==> config.mk <==
export PLATFORM = sky130hd
export DESIGN_NAME = root_tx_arbiter
export DESIGN_NICKNAME = d
export VERILOG_FILES = /design/src/rtl/root_tx_arbiter.sv
export SDC_FILE = /design/constraint.sdc
export NUM_CORES = 1
export LEC_CHECK = 0
export ABC_CLOCK_PERIOD_IN_PS = 2700
export CORE_ASPECT_RATIO = 0.6
export CORE_UTILIZATION = 24
export CTS_CLUSTER_SIZE = 20
export DETAILED_ROUTE_END_ITERATION = 8
export HOLD_SLACK_MARGIN = 0.06
export SYNTH_ARGS = -nofsm -noshare
export SYNTH_HDL_FRONTEND = slang
export SYNTH_SLANG_ARGS = --single-unit
==> constraint.sdc <==
create_clock -name clk -period 2.7 [get_ports clk]
set_input_delay 0.54 -clock clk [delete_from_list [all_inputs] [get_ports clk]]
set_output_delay 0.54 -clock clk [all_outputs]
set_load 0.01 [all_outputs]
==> src/rtl/root_tx_arbiter.sv <==
// root_tx_arbiter: three per-requester FIFOs (config/write, rank UV, activation)
// merged round-robin onto the single root router injection port.
// A packet enters a FIFO on one edge and is eligible from the following cycle;
// the winning head is presented combinationally and popped on the same edge.
module root_tx_arbiter #(
  parameter int DW    = 36,
  parameter int DEPTH = 4
) (
  input  logic            clk,
  input  logic            rst,
  input  logic [2:0]      req_valid,
  input  logic [3*DW-1:0] req_data,
  output logic [2:0]      req_rdy,
  input  logic            router_rdy,
  output logic            tx_en,
  output logic [DW-1:0]   tx_data,
  output logic [1:0]      tx_grant,
  output logic            busy
);

  localparam int AW = $clog2(DEPTH);
  localparam int CW = AW + 1;
  localparam logic [CW-1:0] FULL_C    = CW'(DEPTH);
  localparam logic [CW-1:0] ONE_C     = CW'(1);
  localparam logic [AW-1:0] PTR_ONE_C = AW'(1);

  // Per-FIFO storage and registered bookkeeping.
  logic [DW-1:0] r_mem [3][DEPTH];
  logic [AW-1:0] r_wptr [3];
  logic [AW-1:0] r_rptr [3];
  logic [CW-1:0] r_count [3];
  logic [1:0]    r_last_grant;

  logic [2:0] w_nonempty;
  logic [2:0] w_push;
  logic [2:0] w_pop;
  logic [1:0] w_ord0;
  logic [1:0] w_ord1;
  logic [1:0] w_ord2;
  logic [1:0] w_win;
  logic       w_found;

  // Occupancy flags and handshakes, derived from registered counts only.
  always_comb begin
    w_nonempty = 3'b000;
    req_rdy    = 3'b000;
    w_push     = 3'b000;
    for (int i = 0; i < 3; i++) begin
      w_nonempty[i] = (r_count[i] != {CW{1'b0}});
      req_rdy[i]    = (r_count[i] < FULL_C);
      w_push[i]     = req_valid[i] & req_rdy[i];
    end
    busy = |w_nonempty;
  end

  // Round-robin search starting just after the last winner.
  always_comb begin
    w_ord0  = 2'd0;
    w_ord1  = 2'd1;
    w_ord2  = 2'd2;
    w_found = 1'b0;
    w_win   = 2'd0;
    case (r_last_grant)
      2'd0: begin
        w_ord0 = 2'd1;
        w_ord1 = 2'd2;
        w_ord2 = 2'd0;
      end
      2'd1: begin
        w_ord0 = 2'd2;
        w_ord1 = 2'd0;
        w_ord2 = 2'd1;
      end
      default: begin
        w_ord0 = 2'd0;
        w_ord1 = 2'd1;
        w_ord2 = 2'd2;
      end
    endcase
    if (w_nonempty[w_ord0]) begin
      w_found = 1'b1;
      w_win   = w_ord0;
    end else if (w_nonempty[w_ord1]) begin
      w_found = 1'b1;
      w_win   = w_ord1;
    end else if (w_nonempty[w_ord2]) begin
      w_found = 1'b1;
      w_win   = w_ord2;
    end else begin
      w_found = 1'b0;
      w_win   = 2'd0;
    end
  end

  // Injection port: winner's head goes out while the router can take it; else all zero.
  always_comb begin
    tx_en    = router_rdy & w_found;
    tx_data  = {DW{1'b0}};
    tx_grant = 2'd0;
    if (tx_en) begin
      tx_grant = w_win;
      case (w_win)
        2'd0:    tx_data = r_mem[0][r_rptr[0]];
        2'd1:    tx_data = r_mem[1][r_rptr[1]];
        2'd2:    tx_data = r_mem[2][r_rptr[2]];
        default: tx_data = {DW{1'b0}};
      endcase
    end else begin
      tx_grant = 2'd0;
      tx_data  = {DW{1'b0}};
    end
    w_pop = {tx_en & (w_win == 2'd2), tx_en & (w_win == 2'd1), tx_en & (w_win == 2'd0)};
  end

  // Pointer, count and last-grant state; reset drops queued packets and favours requester 0.
  always_ff @(posedge clk or posedge rst) begin
    if (rst) begin
      for (int i = 0; i < 3; i++) begin
        r_wptr[i]  <= {AW{1'b0}};
        r_rptr[i]  <= {AW{1'b0}};
        r_count[i] <= {CW{1'b0}};
      end
      r_last_grant <= 2'd2;
    end else begin
      for (int i = 0; i < 3; i++) begin
        if (w_push[i]) begin
          r_wptr[i] <= r_wptr[i] + PTR_ONE_C;
        end
        if (w_pop[i]) begin
          r_rptr[i] <= r_rptr[i] + PTR_ONE_C;
        end
        case ({w_push[i], w_pop[i]})
          2'b10:   r_count[i] <= r_count[i] + ONE_C;
          2'b01:   r_count[i] <= r_count[i] - ONE_C;
          default: r_count[i] <= r_count[i];
        endcase
      end
      if (tx_en) begin
        r_last_grant <= w_win;
      end
    end
  end

  // FIFO storage write; contents are don't-care until the count covers them.
  always_ff @(posedge clk) begin
    for (int i = 0; i < 3; i++) begin
      if (w_push[i]) begin
        r_mem[i][r_wptr[i]] <= req_data[i*DW +: DW];
      end
    end
  end

endmodule
==> metrics.md, run 1 <==
| Metric | Value |
|---|---|
| Syn nets | around 960 |
| NumNets Final | between 1000 and 1500 |
| Crit-path cells | nor3_4 -> buf_6 -> buf_6 -> o21ai_4 -> a21oi_4 -> buf_12 -> buf_12 -> buf_12 -> nand2_2 -> a21oi_2 -> buf_2 |
| Clock sink total | approximately 460 |
| Power Dens Cells | about 1100 nW/um2 |
| Total Power | ~27 mW |
| Leakage | between 7 and 8 nW |
| CP Max Fanout | 8 |
| First DRT Iteration DRCs | approximately 660 |
| Area delta synth->final | 36.77% |
| Port bufs | roughly 160 |
| Via count | between 9000 and 10000 |
| Post-synth EDFFs | 432 |
| Failing checks | setup timing |
| Mean post-synth cell area | around 21 um2 |
| Worst-case reg-to-reg path depth | 14 |
| Final min period | between 3 and 4 ns |
| Worst hold path class | in -> async |
| Gp weighted congestion | around 0.8 |
| Max incr delay on CP | approximately 0.4 ns |
| Hold buffer count at cts | 0 |
| Critical path required time | about 2.2 ns |
| Max cap viols | 0 |
| Hold Fails Final Rpt | 0 |
| Final slew viol count | 0 |
| Total CTS buffers | 43 |
| Drt pass-1 iters | 4 |
| Setup WS post-layout | -0.3440 ns |
| Worst r2r src | r_count[3]$_DFFE_PP0P_ |
| First-pass GRT wire length | between 60000 and 70000 um |
| RR Endpoint | r_count[2]$_DFFE_PP0P_ |
| Std cell rows | 76 |
| Top_reg_cell synth | edfxtp_1 |
| Die H | about 210 um |
| Async set-reset flop share out of synthesis | 5.055% |
| Family with the most delay on the worst path | buffers and inverters |
| CP Class | reg -> out |
| Seq pwr share | 34.4% |
| Initial antenna violation count | 6 |
| Post-route ant nets | 0 |
| CTS Root Cell | clkbuf_16 |
| Switching power | a little under 9 mW |
| Gr ovfl total | 0 |
| Slew @ Worst Pin | approximately 0.40 ns |
| Htree depth | 2 |
| Outcome | complete, but fails checks |
| Clock tree buffer depth | 3 |
| Post-route DRC | 0 |
| R2r setup slk | -0.05 ns |
| Crit path top cell by count | buf_12 |
| Comb pwr share | 43.4% |
| Largest net degree at the start of global routing | 37 |
| Mapped Area | approximately 18000 um2 |
| Register area share after synthesis | slightly below 80% |
| Worst path slowest cell | dfrtp_1 |
| Slew Limit Headroom | 73.56% |
| Via density | around 4.3 |
| Crit path launch type | flip-flop |
| Core ar. | 72170 um2 |
| Cell Area, Placed | ~21000 um2 |
| Maximum vdd ir drop | between 0.0006 and 0.0007 V |
| Crit. End Element | output port |
| Clock transition at path regs | 0.06 ns |
| Launch point of the critical path | r_count[1]$_DFFE_PP0P_ |
| Clock latency on the worst-skew pair | roughly 0.58 ns |
| Yosys Warn Count | 0 |
| Finished Cell Area | about 24000 um2 |
| FMAX | around 330 MHz |
| CTS tree | done |
| Layout Cells excl Fill | 2144 |
| Cells after Synth | ~830 |
| Final worst clock skew | 0.01710 ns |
| Crit path capture | tx_data[32] |
| GRT Total Usage | about an eighth |
| Pint | 18.09 mW |
| CP Depth | 11 |
| Tcrit/Tclk final | 112.7% |
| Die width | approximately 350 um |
| Die area | 74450 um2 |
| Starting Density | ~24% |
| Share of layout cells above drive strength 1 | a little over two fifths |
| Final hold slack | roughly 0.32 ns |
| Placed insts | between 2000 and 2500 |
| I/O pin count | 157 |
| Netlist cell types | 31 |
| WL/cell | ~22 um |
| Critical path buffers and inverters | 6 |
| RSZ-0062 raised after global routing | true |
| Worst EP arrival | 2.50 ns |
| Yosys reg bits | around 460 |
| DRT Wirelength | slightly below 50000 um |
| Sw Ratio | between 30 and 40% |
| DP HPWL | between 30000 and 40000 um |
| Clk pwr share | between 20 and 25% |
| Final Setup Violations | 41 |
| Vias in the first global route | 9626 |
-- synth_stat cells (13+ instances only) --
cell type	count	area, um2
nand2_1	45	168.9
dfrtp_1	22	550.5
edfxtp_1	432	12970
xnor2_1	13	113.9
a21oi_1	39	195.2
mux4_2	108	2432
buf_2	18	90.09
ha_1	15	187.7
clkbuf_1	13	48.80
a22oi_1	36	270.3
inv_1	25	93.84
and2_1	14	87.58
-- per-layer routing --
| metal | global-route usage (%) | vias up | share of wire (%) |
|---|---|---|---|
| li1 | - | 4013 | - |
| met1 | 17.67 | 4926 | 45 |
| met2 | 19.92 | 298 | 46 |
| met3 | 4.042 | 71 | 7.3 |
| met4 | 2.759 | 10 | 1.6 |
| met5 | 0 | - | 0.13 |
-- registers in the layout (all words and copies together) (netlist names) --
name	cells
r_count	9
r_last_grant	2
r_mem	432
r_rptr	6
r_wptr	6
-- cell type report --
class | instances | area [um2]
fill | 6786 | 48110
sequential | 455 | 13560
multi-input combinational | 304 | 4348
timing repair buffer | 307 | 3471
tap | 975 | 1220
clock buffer | 49 | 1109
clock inverter | 27 | 257.7
inverter | 25 | 101.3
antenna | 2 | 5.005
-- worst min-delay path by stage --
stage / from / to / slack (ns)
6_report: rst / r_wptr[0]$_DFFE_PP0P_ / 0.32
5_1_grt: rst / r_wptr[0]$_DFFE_PP0P_ / 0.33
4_1_cts: rst / r_wptr[0]$_DFFE_PP0P_ / 0.31
3_5_place_dp: r_rptr[1]$_DFFE_PP0P_ / r_rptr[1]$_DFFE_PP0P_ / 0.51
3_3_place_gp: r_rptr[1]$_DFFE_PP0P_ / r_rptr[1]$_DFFE_PP0P_ / 0.50
2_1_floorplan: r_last_grant[0]$_DFFE_PP0P_ / r_last_grant[0]$_DFFE_PP0P_ / 0.48
-- worst register-to-register path, cell delays in order, from the launching register on --
cell and delay (ns):
dfrtp_1 0.41, nor3_4 0.27, o21bai_2 0.13, a21oi_4 0.30, buf_12 0.17, buf_12 0.16, buf_6 0.13, buf_6 0.08
and2_4 0.15, ha_4 0.13, inv_2 0.03, fa_2 0.33, xor2_1 0.15, nor2_1 0.13, xnor2_1 0.12
-- metrics by stage --
step	TNS, ns	setup WS (ns)	util, %
4_1_cts	-11.97	-0.4224	32.98
3_3_place_gp	-2.983	-0.2062	29.53
2_1_floorplan	0	0.3999	-
6_report	-11.21	-0.3440	33.35
3_5_place_dp	-4.271	-0.2014	29.53
5_1_grt	-16.37	-0.4792	33.34
-- kinds of logic after synthesis --
kind of cell,count (synthesis),synth area share (%)
xor gates and xnor gates,18,0.8958
muxes,111,13.99
buffers and inverters,67,1.770
DFF,455,76.99
AOI/OAI and AO/OA,83,2.922
and+or+nand+nor,74,2.019
adders and majority gates,18,1.408
-- layout by cell type, fill, tap and decap left out, types with 6 or more instances in the layout --
| cell | Yosys | final |
|---|---|---|
| edfxtp_1 | 432 | 432 |
| clkdlybuf4s50_1 | 0 | 116 |
| mux4_2 | 108 | 108 |
| buf_4 | 6 | 58 |
| buf_6 | 2 | 50 |
| clkbuf_16 | 0 | 45 |
| buf_12 | 0 | 37 |
| a22oi_2 | 0 | 34 |
| a21oi_2 | 0 | 30 |
| buf_2 | 18 | 25 |
| nand2_1 | 45 | 21 |
| inv_1 | 25 | 20 |
| dfrtp_1 | 22 | 16 |
| nand2_4 | 0 | 14 |
| xnor2_1 | 13 | 13 |
| and2_2 | 0 | 12 |
| ha_1 | 15 | 12 |
| nand2_2 | 0 | 10 |
| clkinv_1 | 0 | 10 |
| buf_16 | 0 | 10 |
| a21oi_4 | 0 | 9 |
| buf_8 | 0 | 7 |
| dfrtp_2 | 0 | 6 |
-- power groups by stage --
stage          sequential (mW)  combinational, mW  clock, mW
3_3_place_gp              9.36               9.16          0
5_1_grt                   9.36               12.4       6.41
6_report                  9.27               11.7       5.98
4_1_cts                   9.28               11.6       6.14
2_1_floorplan             9.29               4.70          0
3_5_place_dp              9.42               9.18          0
-- timing repair --
action	4_1_cts	5_1_grt
setup buffers	47	19
gates cloned	10	2
pin swaps	52	49
gates resized for setup	311	75
endpoints found under the setup margin	40	45
No activity file was read; power rests on OpenSTA's default activity.
==> inputs of run 2 (changes only) <==
CTS_CLUSTER_DIAMETER = 30   (was not set)
==> run 2 against run 1 <==
The run still ends with setup timing left. Final cell count is 1.5% higher. Clock-buffer cell count is 22 higher. Flip-flop and latch count stayed put. First-iteration DRC count is 1.2% lower. Core utilization is 0.73 points higher. Critical path type unchanged. Largest power group unchanged.
==> metrics.md, run 2 (synthesized netlist as in run 1, its figures left out) <==
| Metric | Value |
|---|---|
| Outcome | complete, but fails checks (unchanged) |
| Failing checks | setup timing (unchanged) |
| Most common cell after layout, fill and taps aside | edfxtp_1 (unchanged) |
| Via density | 4.247 (was 4.346) |
| CP Max Fanout | 6 (was 8) |
| Family with the most delay on the worst path | buffers and inverters (unchanged) |
| Worst-case reg-to-reg path depth | 15 (was 14) |
| Post-route DRC | 0 (unchanged) |
| Final Setup Violations | 40 (was 41) |
| Initial antenna violation count | 8 (was 6) |
| Most frequent cells in the layout | edfxtp_1, clkdlybuf4s50_1, mux4_2 (unchanged) |
| Std cell rows | 76 (unchanged) |
| Max FFs per register | 432 (unchanged) |
| Htree depth | 3 (was 2) |
| Die area | 74450 um2 (unchanged) |
| I/O pin count | 157 (unchanged) |
| Drt pass-1 iters | 4 (unchanged) |
| Final min period | 3.091 ns (was 3.044 ns) |
| Via count | 9242 (was 9318) |
| Maximum vdd ir drop | 0.0006440 V (was 0.0006362 V) |
| DP HPWL | 30240 um (unchanged) |
| Max incr delay on CP | 0.44 ns (was 0.41 ns) |
| Clock tree buffer depth | 3 (unchanged) |
| Hold Fails Final Rpt | 0 (unchanged) |
| Clock transition at path regs | 0.06 ns (about the same) |
| Final worst clock skew | 0.02753 ns (was 0.01710 ns) |
| Critical path required time | 2.16 ns (about the same) |
| CP Depth | 10 (was 11) |
| Die H | 211.8 um (unchanged) |
| First DRT Iteration DRCs | 654 (was 662) |
| Critical path buffers and inverters | 5 (was 6) |
| Global routing usage on met2 | 19.73% (was 19.92%) |
| Crit path launch type | flip-flop (unchanged) |
| Post-route ant nets | 0 (unchanged) |
| Total CTS buffers | 66 (was 43) |
| Area delta synth->final | 39.74% (was 36.77%) |
| CP Class | reg -> out (unchanged) |
| FMAX | 323.6 MHz (was 328.5 MHz) |
| Worst EP arrival | 2.55 ns (was 2.50 ns) |
| Gr busiest metal | met2 (unchanged) |
| RSZ-0062 raised after global routing | true (unchanged) |
| Max cap viols | 0 (unchanged) |
| Leakage | 8.237 nW (was 7.977 nW) |
| First-pass GRT wire length | 68840 um (was 68110 um) |
| Slew Limit Headroom | 75.49% (was 73.56%) |
| CTS Root Cell | clkbuf_16 (unchanged) |
| Final hold slack | 0.3109 ns (was 0.3242 ns) |
| Total Power | 29.43 mW (was 26.94 mW) |
| Core ar. | 72170 um2 (unchanged) |
| Die width | 351.6 um (unchanged) |
| Final slew viol count | 0 (unchanged) |
| Worst path slowest cell | dfrtp_2 (was dfrtp_1) |
| Port bufs | 156 (unchanged) |
| Clock sink total | 455 (unchanged) |
| Worst hold path class | in -> async (unchanged) |
| Largest net degree at the start of global routing | 37 (unchanged) |
| GR Layer Usage met3 | 3.998% (was 4.042%) |
| Vias in the first global route | 9737 (was 9626) |
| Power Dens Cells | 1197 nW/um2 (was 1119 nW/um2) |
| Crit-path cells | buf_6 -> o31a_1 -> o21ai_4 -> nand2_4 -> buf_12 -> buf_16 -> a22oi_2 -> buf_4 -> a21oi_2 -> buf_2 (was nor3_4 -> buf_6 -> buf_6 -> o21ai_4 -> a21oi_4 -> buf_12 -> buf_12 -> buf_12 -> nand2_2 -> a21oi_2 -> buf_2) |
| Crit. End Element | output port (unchanged) |
| NumNets Final | 1277 (was 1268) |
| CTS tree | done (unchanged) |
| Hold buffer count at cts | 0 (unchanged) |
| GRT Total Usage | 13.12% (was 12.88%) |
| Tcrit/Tclk final | 114.5% (was 112.7%) |
| Share of layout cells above drive strength 1 | 42.82% (was 42.42%) |
| Gr ovfl total | 0 (unchanged) |
| Gp weighted congestion | 0.7844 (unchanged) |
| Met1 usage | 18.28% (was 17.67%) |
| DRT Wirelength | 48080 um (was 48190 um) |
| Setup WS post-layout | -0.3906 ns (was -0.3440 ns) |
| Starting Density | 24.38% (unchanged) |
| Clock latency on the worst-skew pair | 0.59 ns (was 0.58 ns) |
| Slew @ Worst Pin | 0.3676 ns (was 0.3966 ns) |
| WL/cell | 22.09 um (was 22.48 um) |
[run 2: cell count changes in the layout (fill, tap and decap cells not counted), moves of 6 or more]
cell and change:
a21oi_4 -6, buf_4 +13, buf_2 +7, clkinvlp_4 +6
bufinv_16 +7, clkbuf_16 +21, a21oi_1 +10, nand2_1 +9
buf_6 -25, nand2_4 -7
[run 2: timing repair]
action                     4_1_cts  5_1_grt
resized for setup              274       47
setup endpoints to repair       40       46
setup buffers                   34       11
pin swaps                       51       30
gates cloned                     9        0
[run 2: worst paths after layout]
check                      slack, ns                     end                   start
setup / recovery               -0.39             tx_data[21]  r_count[8]$_DFFE_PP0P_
hold / removal                  0.31   r_wptr[0]$_DFFE_PP0P_                     rst
setup reg to reg               -0.07  r_count[2]$_DFFE_PP0P_  r_count[3]$_DFFE_PP0P_
hold reg to reg                 0.52   r_rptr[1]$_DFFE_PP0P_   r_rptr[1]$_DFFE_PP0P_
max in group asynchronous       2.07  r_count[8]$_DFFE_PP0P_                     rst
min in group clk                0.52   r_rptr[1]$_DFFE_PP0P_   r_rptr[1]$_DFFE_PP0P_
[run 2: where the power goes]
group          total [mW]  internal (mW)  switching [mW]
Sequential           9.28           8.92           0.361
Combinational        11.2           5.58            5.60
Clock                8.97           5.58            3.39
Total                29.4           20.1            9.35
[run 2: metrics by stage]
step / worst slack [ns] / instances / utilization [%] / area [um2] / setup TNS, ns
after floorplan: 0.3999 / 826 / - / 17600 / 0
after global placement: -0.2062 / 2014 / 29.53 / 21310 / -2.983
after detailed placement: -0.2014 / 2014 / 29.53 / 21310 / -4.271
after CTS: -0.4299 / 2172 / 33.89 / 24460 / -13.93
after global routing: -0.4997 / 2173 / 34.06 / 24580 / -17.40
final: -0.3906 / 2176 / 34.07 / 24590 / -11.86
[run 2: tightest hold or removal path: cells and delay by family]
family | cells | cell delay [ns]
buffers and inverters | 3 | 0.76
[run 2: area by class of cell]
| type | instances | area (um2) |
|---|---|---|
| diodes | 3 | 7.507 |
| clock buffers | 71 | 1670 |
| repair buffers | 293 | 3154 |
| multi-input cells | 304 | 4223 |
| clock inverters | 50 | 661.9 |
| inverters | 25 | 98.84 |
| fillers | 6742 | 47580 |
| well taps | 975 | 1220 |
| flip-flops and latches | 455 | 13560 |
[run 2: routing by layer]
| metal | routed length [um] | part of all wire [%] |
|---|---|---|
| met4 | 891 | 1.9 |
| met3 | 4196 | 8.7 |
| met5 | 84 | 0.17 |
| met2 | 21760 | 45 |
| met1 | 21150 | 44 |
==> inputs of run 3 (changes only) <==
PLACE_DENSITY = 0.45   (was not set)
==> run 3 against run 2 <==
The run still ends with setup timing left. Cell area grew 3.1%. Highest routed layer is now met4. Clock power grew 16%. Largest cell class unchanged. Clock-buffer cell count grew 16. First-iteration DRC count grew 3.2%. Total power grew 7.1%. Die area is the same. Setup slack gained 0.045 ns. Via count grew 0.90%. Non-clock buffer count grew 1.
==> metrics.md, run 3 (synthesized netlist as in run 1, its figures left out) <==
| Metric | Value |
|---|---|
| GRT Total Usage | 13.72% (was 13.12%) |
| Gr ovfl total | 0 (unchanged) |
| Final Setup Violations | 40 (unchanged) |
| Leakage | 8.568 nW (was 8.237 nW) |
| Die H | 211.8 um (unchanged) |
| Clock latency on the worst-skew pair | 0.59 ns (about the same) |
| I/O pin count | 157 (unchanged) |
| Total CTS buffers | 76 (was 66) |
| Failing checks | setup timing (unchanged) |
| Final slew viol count | 0 (unchanged) |
| Crit-path cells | o31a_1 -> o21ai_2 -> nand2_4 -> buf_12 -> buf_16 -> a22oi_2 -> a21oi_4 -> buf_2 (was buf_6 -> o31a_1 -> o21ai_4 -> nand2_4 -> buf_12 -> buf_16 -> a22oi_2 -> buf_4 -> a21oi_2 -> buf_2) |
| Largest net degree at the start of global routing | 37 (unchanged) |
| DP HPWL | 30390 um (was 30240 um) |
| CP Class | reg -> out (unchanged) |
| Register Area | 13560 um2 (unchanged) |
| CP Max Fanout | 6 (unchanged) |
| Post-route DRC | 0 (unchanged) |
| FMAX | 328.3 MHz (was 323.6 MHz) |
| Worst hold path class | in -> async (unchanged) |
| Share of layout cells above drive strength 1 | 45.56% (was 42.82%) |
| Area delta synth->final | 44.05% (was 39.74%) |
| Port bufs | 156 (unchanged) |
| Worst path slowest cell | dfrtp_1 (was dfrtp_2) |
| Final hold slack | 0.3168 ns (was 0.3109 ns) |
| Max cap viols | 0 (unchanged) |
| Clock transition at path regs | 0.05 ns (was 0.06 ns) |
| R2r setup slk | -0.02 ns (was -0.07 ns) |
| Power Dens Cells | 1243 nW/um2 (was 1197 nW/um2) |
| Vias in the first global route | 9900 (was 9737) |
| Layout fillers | 6724 (was 6742) |
| Core ar. | 72170 um2 (unchanged) |
| Clock sink total | 455 (unchanged) |
| Outcome | complete, but fails checks (unchanged) |
| WL met2 | 22290 um (was 21760 um) |
| First DRT Iteration DRCs | 675 (was 654) |
| Starting Density | 24.38% (unchanged) |
| Critical path buffers and inverters | 3 (was 5) |
| WL/cell | 22.93 um (was 22.09 um) |
| CTS tree | done (unchanged) |
| Max incr delay on CP | 0.42 ns (was 0.44 ns) |
| Setup WS post-layout | -0.3460 ns (was -0.3906 ns) |
| Std cell rows | 76 (unchanged) |
| Cell Area, Placed | 21310 um2 (about the same) |
| Family with the most delay on the worst path | compound AO/OA/AOI/OAI gates (was buffers and inverters) |
| Die area | 74450 um2 (unchanged) |
| Top Metal Used | met4 (was met5) |
| RR Endpoint | r_count[8]$_DFFE_PP0P_ (was r_count[2]$_DFFE_PP0P_) |
| First-pass GRT wire length | 71570 um (was 68840 um) |
| Clock tree buffer depth | 3 (unchanged) |
| Htree depth | 3 (unchanged) |
| Worst r2r src | r_count[2]$_DFFE_PP0P_ (was r_count[3]$_DFFE_PP0P_) |
| Via count | 9325 (was 9242) |
| Gp weighted congestion | 0.7310 (was 0.7844) |
| Crit path launch type | flip-flop (unchanged) |
| Met3 WL post-DR | 2900 um (was 4196 um) |
| Die width | 351.6 um (unchanged) |
| Final min period | 3.046 ns (was 3.091 ns) |
| Most frequent cells in the layout | edfxtp_1, clkdlybuf4s50_1, mux4_2 (unchanged) |
| CTS Root Cell | clkbuf_16 (unchanged) |
| Initial antenna violation count | 3 (was 8) |
| Worst-case reg-to-reg path depth | 15 (unchanged) |
| Critical path required time | 2.16 ns (about the same) |
| NumNets Final | 1288 (was 1277) |
| Wl on met1 | 24220 um (was 21150 um) |
| Slew Limit Headroom | 69.58% (was 75.49%) |
| Worst EP arrival | 2.51 ns (was 2.55 ns) |
| Post-route ant nets | 0 (unchanged) |
| RSZ-0062 raised after global routing | true (unchanged) |
| Slew @ Worst Pin | 0.4554 ns (was 0.3676 ns) |
| Layout Cells excl Fill | 2195 (was 2176) |
| Drt pass-1 iters | 4 (unchanged) |
| Multi-input gate area | 4387 um2 (was 4223 um2) |
| Max FFs per register | 432 (unchanged) |
| Crit. End Element | output port (unchanged) |
| Tcrit/Tclk final | 112.8% (was 114.5%) |
| DRT Wirelength | 50330 um (was 48080 um) |
| Hold Fails Final Rpt | 0 (unchanged) |
| Finished Cell Area | 25350 um2 (was 24590 um2) |
| Most common cell after layout, fill and taps aside | edfxtp_1 (unchanged) |
| Maximum vdd ir drop | 0.0005320 V (was 0.0006440 V) |
| Final worst clock skew | 0.01950 ns (was 0.02753 ns) |
| Placed insts | 2012 (was 2014) |
| Via density | 4.248 (was 4.247) |
-- run 3: cell types whose count changed in the layout (fill, tap and decap cells not counted), moves of 8 or more --
| cell | delta |
|---|---|
| buf_4 | -14 |
| nand2_1 | -14 |
| clkbuf_16 | +13 |
| buf_6 | +10 |
| a21oi_1 | -8 |
| buf_8 | +8 |
| nand2_4 | +8 |
-- run 3: where the power goes --
group          switching (mW)  leakage, nW  internal (mW)
clock network            3.48         1.33           6.91
logic                    5.92         3.05           5.90
registers               0.388         4.19           8.92
-- run 3: stage by stage --
stage                     util (%)  setup slack [ns]  setup TNS, ns  power (mW)
after floorplan                  -            0.3999              0       13.98
after global placement       29.53           -0.2261         -3.290       18.54
after detailed placement     29.53           -0.2137         -3.530       18.54
after CTS                    34.74           -0.3683         -12.41       31.50
after global routing         35.11           -0.4195         -13.95       32.88
final                        35.12           -0.3460         -9.779       31.51
-- run 3: routing by layer --
layer | vias to the layer above | track usage, %
met3 | 75 | 3.400
met4 | 0 | 3.478
met5 | - | 0
met1 | 4914 | 20.05
li1 | 4083 | -
met2 | 253 | 20.22
-- run 3: worst max-delay path by stage --
stage | start | cells past startpoint | end
5_1_grt | r_count[3]$_DFFE_PP0P_ | 8 | tx_data[9]
3_3_place_gp | r_rptr[0]$_DFFE_PP0P_ | 7 | tx_data[13]
4_1_cts | r_count[1]$_DFFE_PP0P_ | 11 | tx_data[26]
6_report | r_count[6]$_DFFE_PP0P_ | 8 | tx_data[9]
3_5_place_dp | r_rptr[0]$_DFFE_PP0P_ | 7 | tx_data[13]
2_1_floorplan | r_count[3]$_DFFE_PP0P_ | 11 | r_count[2]$_DFFE_PP0P_
-- run 3: cell type report --
cell class	instances	area share [%]
sequential	455	53.48
multi-input combinational	304	17.30
timing repair buffer	294	13.10
clock buffer	87	7.912
tap	975	4.812
clock inverter	51	2.961
inverter	25	0.3899
antenna	4	0.03948
-- run 3: worst min-delay path: cells and delay by family --
kind | cells | cell delay (ns)
buffers and inverters | 3 | 0.76
-- run 3: timing repair --
| action | 4_1_cts | 5_1_grt |
|---|---|---|
| hold buffers | 0 | 0 |
| cloned | 12 | 1 |
| buffers inserted | 38 | 11 |
| setup endpoints to repair | 41 | 43 |
| gates resized for setup | 311 | 69 |
| pin swaps | 50 | 51 |
